File: src/rtl/spmv_fp16_row_acc.sv
// Row accumulator for the SpMV fp16 pipeline: sums one CSR row's products
// with a four-cycle sequential fp16 adder and emits the rounded sum with its row index.
`timescale 1ns/1ps
module spmv_fp16_row_acc #(
    parameter int unsigned ROW_W = 8
) (
    input  logic             i_clk,
    input  logic             i_rst,
    input  logic             i_valid,
    input  logic [15:0]      i_prod,
    input  logic             i_last,
    output logic             o_ready,
    output logic             o_valid,
    output logic [15:0]      o_sum,
    output logic [ROW_W-1:0] o_row,
    input  logic             i_out_ready
);
    localparam int unsigned MW = 14;  // hidden bit + 10 fraction bits + guard/round/sticky
    localparam logic [15:0] QNAN = 16'h7E00;

    typedef enum logic [1:0] {IDLE, ALIGN, ADD, NORM} state_t;
    state_t state, state_nxt;
    logic   accept;

    logic [15:0]      acc, prod_q;
    logic             last_q;
    logic [ROW_W-1:0] row_cnt;

    logic [MW-1:0] big_q, sml_q;
    logic [4:0]    exp_q;
    logic          sign_q, sub_q, spec_q;
    logic [15:0]   spec_val_q;
    logic [MW:0]   sum_q;

    always_ff @(posedge i_clk or posedge i_rst) begin
        if (i_rst) state <= IDLE;
        else       state <= state_nxt;
    end

    always_comb begin
        state_nxt = state;
        case (state)
            IDLE:    if (accept) state_nxt = ALIGN;
            ALIGN:   state_nxt = ADD;
            ADD:     state_nxt = NORM;
            NORM:    state_nxt = IDLE;
            default: state_nxt = IDLE;
        endcase
    end

    always_comb begin
        o_ready = (state == IDLE) && !o_valid;
    end

    assign accept = i_valid && o_ready;

    // Alignment: order operands by magnitude and shift the smaller into G/R/S.
    logic [4:0]    a_exp, b_exp, diff_c, big_exp_c;
    logic [MW-1:0] a_sig, b_sig, big_c, sml_c, sml_sh_c, mask_c;
    logic          a_nan, a_inf, b_nan, b_inf, a_big_c, big_sign_c;
    logic [15:0]   spec_val_c;
    always_comb begin
        a_exp      = acc[14:10];
        b_exp      = prod_q[14:10];
        a_sig      = (a_exp == 5'd0) ? '0 : {1'b1, acc[9:0], 3'b000};
        b_sig      = (b_exp == 5'd0) ? '0 : {1'b1, prod_q[9:0], 3'b000};
        a_nan      = (&a_exp) && (|acc[9:0]);
        a_inf      = (&a_exp) && !(|acc[9:0]);
        b_nan      = (&b_exp) && (|prod_q[9:0]);
        b_inf      = (&b_exp) && !(|prod_q[9:0]);
        a_big_c    = {a_exp, a_sig} >= {b_exp, b_sig};
        big_c      = a_big_c ? a_sig : b_sig;
        sml_c      = a_big_c ? b_sig : a_sig;
        big_exp_c  = a_big_c ? a_exp : b_exp;
        big_sign_c = a_big_c ? acc[15] : prod_q[15];
        diff_c     = a_big_c ? (a_exp - b_exp) : (b_exp - a_exp);
        mask_c     = '0;
        if (diff_c >= 5'd14) begin
            sml_sh_c = {{(MW-1){1'b0}}, |sml_c};
        end else begin
            mask_c      = (MW'(1) << diff_c) - MW'(1);
            sml_sh_c    = sml_c >> diff_c;
            sml_sh_c[0] = sml_sh_c[0] | (|(sml_c & mask_c));
        end
        if (a_nan || b_nan || (a_inf && b_inf && (acc[15] != prod_q[15]))) spec_val_c = QNAN;
        else if (a_inf) spec_val_c = {acc[15], 15'h7C00};
        else            spec_val_c = {prod_q[15], 15'h7C00};
    end

    // Normalisation and round-to-nearest-even.
    logic [3:0]        lz_c;
    logic              found_c, rnd_up_c;
    logic [MW-1:0]     m_c;
    logic signed [6:0] e_c;
    logic [11:0]       mant_c;
    logic [15:0]       res_c;
    always_comb begin
        lz_c    = '0;
        found_c = 1'b0;
        for (int i = MW-1; i >= 0; i--) begin
            if (!found_c) begin
                if (sum_q[i]) found_c = 1'b1;
                else          lz_c    = lz_c + 4'd1;
            end
        end
        if (sum_q[MW]) begin
            m_c    = sum_q[MW:1];
            m_c[0] = m_c[0] | sum_q[0];
            e_c    = $signed({2'b00, exp_q}) + 7'sd1;
        end else begin
            m_c = sum_q[MW-1:0] << lz_c;
            e_c = $signed({2'b00, exp_q}) - $signed({3'b000, lz_c});
        end
        rnd_up_c = m_c[2] && (m_c[1] || m_c[0] || m_c[3]);
        mant_c   = {1'b0, m_c[MW-1:3]} + 12'(rnd_up_c);
        if (mant_c[11]) begin
            mant_c = mant_c >> 1;
            e_c    = e_c + 7'sd1;
        end
        if (spec_q)                                  res_c = spec_val_q;
        else if ((sum_q == '0) || (e_c <= 7'sd0))    res_c = 16'h0000;
        else if (e_c >= 7'sd31)                      res_c = {sign_q, 15'h7C00};
        else                                         res_c = {sign_q, e_c[4:0], mant_c[9:0]};
    end

    always_ff @(posedge i_clk or posedge i_rst) begin
        if (i_rst) begin
            prod_q     <= '0;
            last_q     <= 1'b0;
            big_q      <= '0;
            sml_q      <= '0;
            exp_q      <= '0;
            sign_q     <= 1'b0;
            sub_q      <= 1'b0;
            spec_q     <= 1'b0;
            spec_val_q <= '0;
            sum_q      <= '0;
        end else begin
            if (accept) begin
                prod_q <= i_prod;
                last_q <= i_last;
            end
            if (state == ALIGN) begin
                big_q      <= big_c;
                sml_q      <= sml_sh_c;
                exp_q      <= big_exp_c;
                sign_q     <= big_sign_c;
                sub_q      <= acc[15] ^ prod_q[15];
                spec_q     <= (&a_exp) || (&b_exp);
                spec_val_q <= spec_val_c;
            end
            if (state == ADD) begin
                sum_q <= sub_q ? ({1'b0, big_q} - {1'b0, sml_q}) : ({1'b0, big_q} + {1'b0, sml_q});
            end
        end
    end

    // Accumulator writeback and row completion.
    always_ff @(posedge i_clk or posedge i_rst) begin
        if (i_rst) begin
            acc     <= '0;
            o_sum   <= '0;
            o_row   <= '0;
            o_valid <= 1'b0;
            row_cnt <= '0;
        end else begin
            if (o_valid && i_out_ready) o_valid <= 1'b0;
            if (state == NORM) begin
                if (last_q) begin
                    o_sum   <= res_c;
                    o_row   <= row_cnt;
                    o_valid <= 1'b1;
                    acc     <= '0;
                    row_cnt <= row_cnt + ROW_W'(1);
                end else begin
                    acc <= res_c;
                end
            end
        end
    end
endmodule

File: config.mk
export PLATFORM = sky130hd
export DESIGN_NAME = spmv_fp16_row_acc
export DESIGN_NICKNAME = d
export VERILOG_FILES = /design/src/rtl/spmv_fp16_row_acc.sv
export SDC_FILE = /design/constraint.sdc
export NUM_CORES = 1
export LEC_CHECK = 0
export BUFFER_PORTS_ARGS = -buffer_cell sky130_fd_sc_hd__buf_2
export CAP_MARGIN = 0
export CORE_MARGIN = 4
export CORE_UTILIZATION = 45
export CTS_CLUSTER_DIAMETER = 40
export DETAILED_ROUTE_END_ITERATION = 8
export SLEW_MARGIN = 20
export SYNTH_ARGS = -nofsm -noshare
export SYNTH_HDL_FRONTEND = slang
export SYNTH_SLANG_ARGS = --single-unit
File: constraint.sdc
create_clock -name i_clk -period 10.4 [get_ports i_clk]
set_input_delay 2.08 -clock i_clk [delete_from_list [all_inputs] [get_ports i_clk]]
set_output_delay 2.08 -clock i_clk [all_outputs]
set_load 0.005 [all_outputs]
==> impl_metrics.tcl <==
set metrics [dict create \
    status "complete, no violations" \
    gr-usage-all-layers 0.2268 \
    yosysWarnings 0 \
    critPathKind "flip-flop to flip-flop" \
    slowest_stage "dfrtp_1" \
    num_io_pins 47 \
    clkLatencyLatePin_ps 430 \
    numPlacedInstances 1472 \
    syn_avg_cell_area_um2 8.420 \
    synth-main-ff-cell "dfrtp_1" \
    fin_skew_ps 9.366 \
    rsz0062_at_grt "false" \
    crit_path_end_kind "flip-flop" \
    hold_viol 0 \
    root_buffer "clkbuf_16" \
    synth_edf_count 0 \
    synth_nets 1285 \
    critPathBufInv 3 \
    dieArea_um2 25010 \
    finalCriticalPeriod_ps 9081 \
    fmax_ghz 0.1101 \
    async_reset_ff_frac 1.000 \
    first_pass_iters 5 \
    clock-sinks 119 \
    finalCritPeriodShare 0.8732 \
    area_growth_pct 9.101 \
    synth-seq-area-share 0.2935 \
    holdPathStages 1 \
    hold_class "flip-flop to flip-flop" \
    report.final.slew_viol_count 0 \
    crit_top_cell "ha_1" \
    routed_wirelength_mm 27.62 \
    syn_inst 1205 \
    cts_tree "built" \
    synth.area.top_cells "dfrtp_1, ha_1, a21oi_1" \
    stdcell_count 1504 \
    arrival_ps 9400 \
    synth_area_um2 10150 \
    slew-limit-headroom 0.3468 \
    maxCapViolCount 0 \
    ys_types 90 \
    setup-tns-final_ps 0 \
    ctsHoldBuffers 0 \
    pre_cts_ws_ps 1348 \
    start_util 0.4606 \
    max_stage_delay_ps 490 \
    cts.reportedPaths.clkPinSlew_ps 60 \
    yosys.area.top_type_share 0.2935 \
    cts_max_level 4 \
    r2r_cells 39 \
    worst_slack_ps 1319 \
    final_nets 1291 \
    antenna_left 0 \
    grt_overflow_total 0 \
    grt_pass1_wl_mm 45.49 \
    detailed_place_hpwl_mm 20.91 \
    worstMarginPinSlew_ps 977.5 \
    ys_seq_elements 119 \
    r2r_slack_ps 1320 \
    setup_viol 0 \
    cts_setup_buffers 0 \
    std_cell_rows 54 \
    drt_iter0_markers 703 \
    remaining_drc_errors 0 \
    yosysTopAreaCell "dfrtp_1" \
    postCtsResizedCells 0 \
    path_max_fanout 14 \
    required_ps 10710 \
    place.gp.congestion 0.9262 \
    die_w_um 158.2 \
    fp.coreArea_um2 22030 \
    portBuffers 46 \
    vias 8993 \
    startpoint_type "flip-flop" \
    clockBufferDepth 2 \
    cts_buffers 17 \
    drive_above_1_share 0.1462 \
    grt_max_degree 76 \
    hp-start "spec_val_q[14]$_DFFE_PP0N_" \
    wire_per_inst_um 18.36 \
    antennaDiodeCount 0 \
    holdPathEnd "spec_val_q[14]$_DFFE_PP0N_" \
    crit-reg2reg-launch "sum_q[13]$_DFFE_PP0P_" \
    fp.dieH_um 158.2 \
    antenna_found_initial 0 \
    grt_pass1_vias 8641 \
    detail_route.vias_per_cell 5.979 \
    cp_top_family "simple AND/OR/NAND/NOR gates" \
    rr_endpoint "acc[6]$_DFFE_PP0N_" \
]
## layout by cell type, fill, tap and decap left out, types with 6 or more instances in the layout
cell type  count
nand2b_1      14
a31oi_1       15
or3_1         10
ha_1          55
inv_6          7
and3_1        14
mux2_2        39
a22o_1        12
nor2_1       117
a32o_1         9
inv_1         63
nand3_1       39
nor2b_1       12
o21a_1         7
mux4_2         9
o221ai_1       6
nor4_1        14
xnor2_1       37
dfrtp_1      119
a21o_1        26
o31ai_1       11
o21ai_0       51
or2_2          6
a211oi_1      13
nor3_1        38
xor2_1        14
mux2i_1       35
o211ai_1      11
a21oi_1       93
o21ai_1       12
nand2_1      108
buf_2         46
o22ai_1       10
and2_1        15
clkbuf_16     17
## per-stage QoR
step | hold slack, ps | cell area, µm² | util
6_report | 461.2 | 11070 | 0.5026
5_1_grt | 495.4 | 11070 | 0.5026
4_1_cts | 461.1 | 11070 | 0.5024
3_5_place_dp | 442.9 | 10500 | 0.4767
3_3_place_gp | 441.4 | 10500 | 0.4767
2_1_floorplan | 428.0 | 10150 | -
## cells in the mapped netlist (all sizes together), types with 13 or more instances
cell	instances
clkbuf	49
ha	56
a211oi	13
a21o	26
and3	14
xnor2	38
mux2	41
nand2	110
dfrtp	119
inv	67
a21oi	94
nor3	40
xor2	14
a31oi	15
nand2b	14
o21ai	63
nand3	40
nor4	15
and2	15
buf	14
mux2i	36
nor2	122
## registers in the layout, summed over array words and instances, names as in the netlist, 5 cells and up
name	flops
big_q	11
exp_q	5
o_row	8
sum_q	15
row_cnt	8
sml_q	14
prod_q	16
o_sum	16
acc	16
## worst reg2reg max path: cells and delay by family, from the launching register on
family | cells | cell delay [ps]
compound gates | 11 | 2210
xor+xnor | 3 | 710
fa+ha+maj | 7 | 2050
buf+inv | 3 | 450
flops | 1 | 490
mux | 2 | 460
simple gates | 13 | 2590
## per-layer routing
metal | global-route usage | up-vias | wire length (µm)
li1 | - | 4400 | -
met1 | 0.3225 | 4309 | 13090
met2 | 0.3560 | 232 | 12660
met3 | 0.03362 | 52 | 1242
met4 | 0.07392 | 0 | 628
met5 | 0 | - | 0
## final cells by class
cell class	instances	area, µm²
Multi-Input combinational cell	954	6653
Tap cell	280	350.3
Clock inverter	15	141.4
Clock buffer	17	425.4
Fill cell	2133	10960
Sequential cell	119	2978
Inverter	69	261.5
Timing Repair Buffer	50	260.3
## cell families after synthesis
kind of cell / after synthesis / share of synthesized area
AND/OR/NAND/NOR: 419 / 0.2006
AO/OA/AOI/OAI: 336 / 0.2263
buffers and inverters: 132 / 0.05204
flip-flops: 119 / 0.2935
multiplexers: 86 / 0.1014
adder cells (fa/ha/maj): 59 / 0.07498
XOR/XNOR: 54 / 0.05118
## how the worst max path moves through the flow
stage | from | end | slack [ps] | cells after the start
global route | sum_q[13]$_DFFE_PP0P_ | acc[8]$_DFFE_PP0N_ | 510 | 39
CTS | sum_q[13]$_DFFE_PP0P_ | acc[6]$_DFFE_PP0N_ | 1320 | 39
floorplan | sum_q[13]$_DFFE_PP0P_ | acc[6]$_DFFE_PP0N_ | 2070 | 44
detailed placement | sum_q[13]$_DFFE_PP0P_ | acc[6]$_DFFE_PP0N_ | 1350 | 39
finish | sum_q[13]$_DFFE_PP0P_ | acc[6]$_DFFE_PP0N_ | 1320 | 39
global placement | sum_q[13]$_DFFE_PP0P_ | acc[8]$_DFFE_PP0N_ | 1490 | 39
Power is not shown: default switching activity piles up to over one toggle a cycle in this logic, so the estimate is an artifact.
